`config.mk`:
```
export PLATFORM = sky130hd
export DESIGN_NAME = sample_fifo_reader_flat
export DESIGN_NICKNAME = d
export VERILOG_FILES = /design/src/rtl/rf_pkg.sv /design/src/rtl/sample_fifo_reader_if.sv /design/src/rtl/skid_fifo4.sv /design/src/rtl/sample_fifo_reader.sv /design/src/flat_wrapper.sv
export SDC_FILE = /design/constraint.sdc
export NUM_CORES = 1
export LEC_CHECK = 0
export ABC_AREA = 1
export BUFFER_PORTS_ARGS = -buffer_cell sky130_fd_sc_hd__buf_2
export CORE_UTILIZATION = 30
export CTS_CLUSTER_SIZE = 28
export DETAILED_ROUTE_END_ITERATION = 8
export GPL_ROUTABILITY_DRIVEN = 0
export GPL_TIMING_DRIVEN = 1
export SLEW_MARGIN = 40
export SYNTH_ARGS = -nofsm -noshare
export SYNTH_HDL_FRONTEND = slang
export SYNTH_SLANG_ARGS = --single-unit
```
`constraint.sdc`:
```
create_clock -name clk -period 2.6 [get_ports clk]
set_input_delay 0.39 -clock clk [delete_from_list [all_inputs] [get_ports clk]]
set_output_delay 0.39 -clock clk [all_outputs]
set_load 0.1 [all_outputs]
```
`src/rtl/rf_pkg.sv`:
```
// Shared types and constants for the sample FIFO reader.
package rf_pkg;

  localparam int SKID_DEPTH   = 4;
  localparam int SKID_PTR_BIT = 2;
  localparam int SKID_CNT_BIT = 3;

  typedef enum logic [2:0] {
    IDLE,
    MARK,
    STREAM,
    DRAIN,
    REWIND,
    SETTLE,
    FLUSH
  } rf_state_e;

endpackage

```
`src/rtl/sample_fifo_reader_if.sv`:
```
// Job control, FIFO read port and downstream stream of the sample FIFO reader.
interface sample_fifo_reader_if #(
  parameter int FIFO_WIDTH     = 16,
  parameter int FIFO_DEPTH_BIT = 4,
  parameter int PASS_BIT       = 8
);

  logic                      i_start;
  logic                      i_abort;
  logic [FIFO_DEPTH_BIT:0]   i_num_samples;
  logic [PASS_BIT-1:0]       i_num_passes;

  logic                      o_pop;
  logic                      o_mark_read_rst;
  logic                      o_read_rst;
  logic [FIFO_WIDTH-1:0]     i_front;
  logic                      i_vld;
  logic                      i_empty;

  logic [FIFO_WIDTH-1:0]     o_data;
  logic                      o_data_vld;
  logic                      i_data_rdy;
  logic                      o_last;
  logic [PASS_BIT-1:0]       o_pass_idx;
  logic                      o_busy;
  logic                      o_done;

  // The reader drives FIFO controls and the output stream.
  modport master (
    input  i_start, i_abort, i_num_samples, i_num_passes,
    input  i_front, i_vld, i_empty, i_data_rdy,
    output o_pop, o_mark_read_rst, o_read_rst,
    output o_data, o_data_vld, o_last, o_pass_idx, o_busy, o_done
  );

  // The environment: job requester, FIFO and downstream consumer.
  modport slave (
    output i_start, i_abort, i_num_samples, i_num_passes,
    output i_front, i_vld, i_empty, i_data_rdy,
    input  o_pop, o_mark_read_rst, o_read_rst,
    input  o_data, o_data_vld, o_last, o_pass_idx, o_busy, o_done
  );

endinterface

```
`src/rtl/skid_fifo4.sv`:
```
// Four-entry registered FIFO catching FIFO read returns ahead of the output stream.
module skid_fifo4
  import rf_pkg::*;
#(
  parameter int WIDTH = 16
) (
  input  logic                    clk,
  input  logic                    rst_n,
  input  logic                    clr_i,
  input  logic                    wr_i,
  input  logic [WIDTH-1:0]        wdata_i,
  input  logic                    rd_i,
  output logic [WIDTH-1:0]        rdata_o,
  output logic                    vld_o,
  output logic [SKID_CNT_BIT-1:0] count_o
);

  logic [WIDTH-1:0]        mem_q [SKID_DEPTH];
  logic [SKID_PTR_BIT-1:0] wrPtr_q;
  logic [SKID_PTR_BIT-1:0] rdPtr_q;
  logic [SKID_CNT_BIT-1:0] count_q;
  logic                    doWr;
  logic                    doRd;

  assign doWr    = wr_i && (count_q != SKID_CNT_BIT'(SKID_DEPTH));
  assign doRd    = rd_i && (count_q != '0);
  assign rdata_o = mem_q[rdPtr_q];
  assign vld_o   = (count_q != '0);
  assign count_o = count_q;

  // Pointer and occupancy tracking; a simultaneous write and read leaves the count alone.
  always_ff @(posedge clk) begin
    if (!rst_n || clr_i) begin
      wrPtr_q <= '0;
      rdPtr_q <= '0;
      count_q <= '0;
    end else begin
      if (doWr) wrPtr_q <= wrPtr_q + SKID_PTR_BIT'(1);
      if (doRd) rdPtr_q <= rdPtr_q + SKID_PTR_BIT'(1);
      if (doWr && !doRd) count_q <= count_q + SKID_CNT_BIT'(1);
      else if (!doWr && doRd) count_q <= count_q - SKID_CNT_BIT'(1);
    end
  end

  // Data storage needs no reset; the occupancy count guards every read.
  always_ff @(posedge clk) begin
    if (doWr) mem_q[wrPtr_q] <= wdata_i;
  end

endmodule

```
`src/rtl/sample_fifo_reader.sv`:
```
// Reads a job of samples from a latency-3 FIFO, replaying it for several passes.
module sample_fifo_reader
  import rf_pkg::*;
#(
  parameter int FIFO_WIDTH     = 16,
  parameter int FIFO_DEPTH_BIT = 4,
  parameter int READ_LAT       = 3,
  parameter int PASS_BIT       = 8
) (
  input logic                 clk,
  input logic                 rst_n,
  sample_fifo_reader_if.master bus
);

  localparam int CNT_BIT = FIFO_DEPTH_BIT + 1;

  if (READ_LAT < 1) begin : g_latCheck
    $error("sample_fifo_reader: READ_LAT must be at least 1");
  end

  rf_state_e               state_q, state_d;
  logic [CNT_BIT-1:0]      numSamples_q, numSamples_d;
  logic [PASS_BIT-1:0]     numPasses_q, numPasses_d;
  logic [PASS_BIT-1:0]     passIdx_q, passIdx_d;
  logic [CNT_BIT-1:0]      issued_q, issued_d;
  logic [CNT_BIT-1:0]      delivered_q, delivered_d;
  logic [SKID_CNT_BIT-1:0] inFlight_q, inFlight_d;
  logic                    done_q, done_d;

  logic [FIFO_WIDTH-1:0]   bufData;
  logic                    bufVld;
  logic [SKID_CNT_BIT-1:0] bufCount;
  logic                    dataVld;
  logic                    handshake;
  logic                    room;
  logic                    pop;
  logic                    retire;
  logic                    skidWr;
  logic [CNT_BIT-1:0]      deliveredNext;

  assign dataVld       = bufVld && (state_q != FLUSH);
  assign handshake     = dataVld && bus.i_data_rdy;
  assign room          = ({1'b0, inFlight_q} + {1'b0, bufCount}) < 4'(SKID_DEPTH);
  assign pop           = (state_q == STREAM) && !bus.i_abort && !bus.i_empty &&
                         (issued_q < numSamples_q) && room;
  assign retire        = bus.i_vld && (inFlight_q != '0);
  assign skidWr        = bus.i_vld && ((state_q == STREAM) || (state_q == DRAIN)) && !bus.i_abort;
  assign deliveredNext = delivered_q + CNT_BIT'(handshake);

  skid_fifo4 #(
    .WIDTH (FIFO_WIDTH)
  ) u_skid (
    .clk     (clk),
    .rst_n   (rst_n),
    .clr_i   (state_q == FLUSH),
    .wr_i    (skidWr),
    .wdata_i (bus.i_front),
    .rd_i    (handshake),
    .rdata_o (bufData),
    .vld_o   (bufVld),
    .count_o (bufCount)
  );

  assign bus.o_pop           = pop;
  assign bus.o_mark_read_rst = (state_q == MARK);
  assign bus.o_read_rst      = (state_q == REWIND);
  assign bus.o_data          = dataVld ? bufData : '0;
  assign bus.o_data_vld      = dataVld;
  assign bus.o_last          = dataVld && ((delivered_q + CNT_BIT'(1)) == numSamples_q);
  assign bus.o_pass_idx      = passIdx_q;
  assign bus.o_busy          = (state_q != IDLE);
  assign bus.o_done          = done_q;

  // Register every piece of job state; reset drops straight back to an empty IDLE.
  always_ff @(posedge clk) begin
    if (!rst_n) begin
      state_q      <= IDLE;
      numSamples_q <= '0;
      numPasses_q  <= '0;
      passIdx_q    <= '0;
      issued_q     <= '0;
      delivered_q  <= '0;
      inFlight_q   <= '0;
      done_q       <= 1'b0;
    end else begin
      state_q      <= state_d;
      numSamples_q <= numSamples_d;
      numPasses_q  <= numPasses_d;
      passIdx_q    <= passIdx_d;
      issued_q     <= issued_d;
      delivered_q  <= delivered_d;
      inFlight_q   <= inFlight_d;
      done_q       <= done_d;
    end
  end

  // Sequence the job through its passes; an abort overrides whatever else this cycle wanted.
  always_comb begin
    state_d      = state_q;
    numSamples_d = numSamples_q;
    numPasses_d  = numPasses_q;
    passIdx_d    = passIdx_q;
    issued_d     = issued_q + CNT_BIT'(pop);
    delivered_d  = deliveredNext;
    inFlight_d   = inFlight_q;
    done_d       = 1'b0;

    if (pop && !retire) inFlight_d = inFlight_q + SKID_CNT_BIT'(1);
    else if (!pop && retire) inFlight_d = inFlight_q - SKID_CNT_BIT'(1);

    case (state_q)
      IDLE: begin
        if (bus.i_start) begin
          numSamples_d = bus.i_num_samples;
          numPasses_d  = bus.i_num_passes;
          passIdx_d    = '0;
          issued_d     = '0;
          delivered_d  = '0;
          if ((bus.i_num_samples == '0) || (bus.i_num_passes == '0)) done_d = 1'b1;
          else state_d = MARK;
        end
      end
      MARK:   state_d = STREAM;
      STREAM: if (issued_q == numSamples_q) state_d = DRAIN;
      DRAIN: begin
        if (deliveredNext == numSamples_q) begin
          if (passIdx_q == numPasses_q - PASS_BIT'(1)) begin
            done_d  = 1'b1;
            state_d = IDLE;
          end else begin
            passIdx_d = passIdx_q + PASS_BIT'(1);
            state_d   = REWIND;
          end
        end
      end
      REWIND: state_d = SETTLE;
      SETTLE: begin
        issued_d    = '0;
        delivered_d = '0;
        state_d     = STREAM;
      end
      FLUSH:   if (inFlight_d == '0) state_d = IDLE;
      default: state_d = IDLE;
    endcase

    if (bus.i_abort && (state_q != IDLE) && (state_q != FLUSH)) begin
      state_d   = FLUSH;
      done_d    = 1'b0;
      passIdx_d = passIdx_q;
    end
  end

endmodule

```
`src/flat_wrapper.sv`:
```
// flat-port wrapper written by rule: the top's interface ports become plain ports
module sample_fifo_reader_flat import rf_pkg::*;
#(
  parameter int FIFO_WIDTH     = 16,
  parameter int FIFO_DEPTH_BIT = 4,
  parameter int READ_LAT       = 3,
  parameter int PASS_BIT       = 8
)
  (clk, rst_n, bus_i_start, bus_i_abort, bus_i_num_samples, bus_i_num_passes, bus_i_front, bus_i_vld, bus_i_empty, bus_i_data_rdy, bus_o_pop, bus_o_mark_read_rst, bus_o_read_rst, bus_o_data, bus_o_data_vld, bus_o_last, bus_o_pass_idx, bus_o_busy, bus_o_done);
  sample_fifo_reader_if #(.FIFO_WIDTH(FIFO_WIDTH), .FIFO_DEPTH_BIT(FIFO_DEPTH_BIT), .PASS_BIT(PASS_BIT)) bus_i ();
  input logic clk;
  input logic rst_n;
  input wire logic [$bits(bus_i.i_start)-1:0] bus_i_start;
  input wire logic [$bits(bus_i.i_abort)-1:0] bus_i_abort;
  input wire logic [$bits(bus_i.i_num_samples)-1:0] bus_i_num_samples;
  input wire logic [$bits(bus_i.i_num_passes)-1:0] bus_i_num_passes;
  input wire logic [$bits(bus_i.i_front)-1:0] bus_i_front;
  input wire logic [$bits(bus_i.i_vld)-1:0] bus_i_vld;
  input wire logic [$bits(bus_i.i_empty)-1:0] bus_i_empty;
  input wire logic [$bits(bus_i.i_data_rdy)-1:0] bus_i_data_rdy;
  output wire logic [$bits(bus_i.o_pop)-1:0] bus_o_pop;
  output wire logic [$bits(bus_i.o_mark_read_rst)-1:0] bus_o_mark_read_rst;
  output wire logic [$bits(bus_i.o_read_rst)-1:0] bus_o_read_rst;
  output wire logic [$bits(bus_i.o_data)-1:0] bus_o_data;
  output wire logic [$bits(bus_i.o_data_vld)-1:0] bus_o_data_vld;
  output wire logic [$bits(bus_i.o_last)-1:0] bus_o_last;
  output wire logic [$bits(bus_i.o_pass_idx)-1:0] bus_o_pass_idx;
  output wire logic [$bits(bus_i.o_busy)-1:0] bus_o_busy;
  output wire logic [$bits(bus_i.o_done)-1:0] bus_o_done;
  assign bus_i.i_start = bus_i_start;
  assign bus_i.i_abort = bus_i_abort;
  assign bus_i.i_num_samples = bus_i_num_samples;
  assign bus_i.i_num_passes = bus_i_num_passes;
  assign bus_i.i_front = bus_i_front;
  assign bus_i.i_vld = bus_i_vld;
  assign bus_i.i_empty = bus_i_empty;
  assign bus_i.i_data_rdy = bus_i_data_rdy;
  assign bus_o_pop = bus_i.o_pop;
  assign bus_o_mark_read_rst = bus_i.o_mark_read_rst;
  assign bus_o_read_rst = bus_i.o_read_rst;
  assign bus_o_data = bus_i.o_data;
  assign bus_o_data_vld = bus_i.o_data_vld;
  assign bus_o_last = bus_i.o_last;
  assign bus_o_pass_idx = bus_i.o_pass_idx;
  assign bus_o_busy = bus_i.o_busy;
  assign bus_o_done = bus_i.o_done;
  sample_fifo_reader #(.FIFO_WIDTH(FIFO_WIDTH), .FIFO_DEPTH_BIT(FIFO_DEPTH_BIT), .READ_LAT(READ_LAT), .PASS_BIT(PASS_BIT)) u_core (.clk(clk), .rst_n(rst_n), .bus(bus_i));
endmodule
```
==> impl_results.md <==
* Outcome: completed
* CTS Root Buffer Type: clkbuf_16
* Area Overhead vs Synth at 21.3%
* Most frequent cells in the layout: nor2_1 (123), nand2_1 (69), buf_2 (65), edfxtp_1 (64), inv_1 (56)
* Starting Density at 30.8%
* Initial antenna violation count at 0
* Drt pass-1 iters at 4
* Detail-routed net length per standard cell at 13.2 um
* Via Count at ~4400
* Place WS at 0.0689 ns
* H-tree Lvls at 3
* Yosys top cell by area: edfxtp_1
* Cell count after synthesis at 631
* Hold path start: bus_i_front[6]
* Core Box Area at between 0.015 and 0.02 mm^2
* Syn Area/Cell at 8.79 um^2
* Drt initial violations at 156
* Synth top area share at 34.6%
* CP Max Fanout at 8
* Vias per Instance at 4.60
* Crit path capture type: register
* VDD IR max at 1.65 mV
* Worst-path clk slew at 0.08 ns
* Max-cap violations at 0
* Post-synth cell types at 33
* Internal power at 3.88 mW
* Yosys reg bits at 111
* Worst setup SP type: register
* CP Class: register to register
* RSZ-0062 raised after global routing: yes
* Mapped cell area at 0.00555 mm^2
* Layout cell share with drive strength beyond 1 at 24.3%
* Nets at just under 800
* Power Dens Cells at 1230 mW/mm^2
* Latest clock arrival within the worst-skew pair at between 0.3 and 0.4 ns
* Commonest non-fill, non-tap cell in the layout: nor2_1
* Slew Limit Headroom at between 50 and 60%
* Global route total overflow at 0
* Detailed-route DRC error count at 0
* Fin crit share at 96.8%
* Layout Skew at 0.00812 ns
* Combinational power share at 56.9%
* Max-slew violations at 0
* Die Span Y at 138 um
* DP Wirelength at 9.09 mm
* Net Sw Power at between 4 and 5 mW
* Slew @ Worst Pin at 0.622 ns
* Antenna Cells at 0
* Remaining antenna violation count at 0
* Arr. time, crit path at 2.75 ns
* TritonCTS buffer count at 9
* Seq/Total Area, Yosys at 51.6%
* # IOs at 67
* All-Layer GR Usage at 13.7%
* Sw Share at 53.1%
* Minimum clock period at roughly 2.5 ns
* Row Count at 49
* CTS sink cnt at 111
* Sequential Power Share at 26.7%
* Clock Path Buffers at 2
* Die area at 0.0190 mm^2
* Final Hold Fails at 0
* Min setup slack post-route at 0.0838 ns
* Final wirelength at 12.6 mm
* PortBufs at 66
* CTS tree: yes
* Final setup violation count at 0
* Pin count of the biggest net entering global routing at 21
* Hold buffers post-CTS at 0
* F_max at just under 0.4 GHz
* Clock power frac at 16.4%
* Required time of the worst setup path at 2.83 ns
* First-pass GRT wire length at 19.8 mm
* Ys Warns at 0
* Number of global-route vias before repair at between 4000 and 5000
* Chip width at 138 um
* Final instance area at 0.00673 mm^2
* Syn nets at 690
* Worst r2r src: u_core.u_skid.count_o[0]$_SDFFE_PP0P_
* Leak at 2.73 nW
* Area contributors post-synth: edfxtp_1 (35%), dfxtp_1 (17%), nor2_1 (8.5%), nand2_1 (5.1%), ha_1 (5.0%)
* DP Area at 0.00633 mm^2
* Sum Neg Setup Slack at 0 ns
* HP Class: input port to register
* CP startpoint: u_core.u_skid.count_o[0]$_SDFFE_PP0P_
## power by group through the flow
stage / clock, mW / combinational (mW) / sequential (mW)
6_report: 1.35 / 4.70 / 2.21
5_1_grt: 1.45 / 5.11 / 2.23
4_1_cts: 1.39 / 4.59 / 2.21
3_5_place_dp: 0 / 4.58 / 2.25
3_3_place_gp: 0 / 4.55 / 2.24
2_1_floorplan: 0 / 3.69 / 2.25
## flip-flops by register name, summed over array words and instances, names as in the netlist, named ones only
| register | count |
|---|---|
| u_core.u_skid.count_o | 3 |
| u_core.u_skid.wrPtr_q | 2 |
| u_core.bus.o_done | 1 |
| u_core.u_skid.mem_q | 64 |
| u_core.issued_q | 5 |
| u_core.delivered_q | 5 |
| u_core.bus.o_pass_idx | 8 |
| u_core.u_skid.rdPtr_q | 2 |
| u_core.state_q | 3 |
| u_core.numSamples_q | 5 |
| u_core.inFlight_q | 3 |
| u_core.numPasses_q | 8 |
## Yosys cell counts, drive strengths merged
cell and number:
dfxtp 47, nor3b 1, a2111oi 1, nand3b 2, o21a 1, xnor2 11
nand3 35, xor2 15, a21o 1, ha 22, nor2 133, o21ai 57
a21oi 52, buf 2, fa 1, or2 2, clkbuf 14, edfxtp 64
inv 70, nor3 6, nand4 12, nand2 82
## worst max-delay path: stages, from the launching register on
cell and delay (ns):
dfxtp_1 0.32, nor2_2 0.16, nand2_1 0.11, nand2_4 0.10, clkinvlp_4 0.11, nand2_4 0.07
inv_2 0.04, ha_4 0.15, ha_4 0.26, o21ai_0 0.08, nor2_1 0.11, nand3_1 0.13
o21ai_2 0.20, inv_2 0.10, nor2_8 0.14, nand3_4 0.14, nand2_1 0.10, a21oi_1 0.06
## logic make-up after synthesis
group	synth area share, %
adders and majority gates	5.32
xor gates and xnor gates	4.11
buffers and inverters	5.87
and+or+nand+nor	22.6
DFF	51.6
AOI/OAI and AO/OA	10.4
## area by class of cell
class,instances,area [um^2]
Clock buffer,9,225
Clock inverter,7,65.1
Fill cell,1849,11300
Inverter,70,273
Multi-Input combinational cell,435,2480
Sequential cell,111,2870
Tap cell,229,287
Timing Repair Buffer,92,532
## worst paths after layout
check	depth (start not counted)	slack [ns]	endpoint
max	17	0.08	u_core.bus.o_pass_idx[7]$_SDFFE_PN0P_
min	1	0.25	u_core.u_skid.mem_q[1][6]$_DFFE_PP_
max reg2reg	17	0.08	u_core.bus.o_pass_idx[7]$_SDFFE_PN0P_
min reg2reg	2	0.49	u_core.numPasses_q[1]$_SDFFE_PN0P_
## through the flow
step,utilization (%),std cells,hold slack [ns],power (mW)
after CTS,36.7,943,0.232,8.19
final,37.3,953,0.248,8.25
after detailed placement,35.1,927,0.484,6.82
after floorplan,-,631,0.456,5.94
after global routing,37.3,953,0.227,8.79
after global placement,35.1,927,0.475,6.79
## what timing repair did
action / in CTS / in global routing
endpoints found under the setup margin: 1 / 12
gates resized for setup: 1 / 11
pin swaps: 0 / 12
cloned: 0 / 1
endpoints found under the hold margin: 0 / 0
setup buffers: 0 / 9
## layer usage
layer | up-vias | wire length (um) | track usage, %
met1 | 2013 | 5660 | 16.0
li1 | 2274 | - | -
met4 | 0 | 191 | 3.93
met5 | - | 0 | 0
met3 | 15 | 542 | 3.73
met2 | 86 | 6200 | 24.5
(Power assumes the default switching activity.)
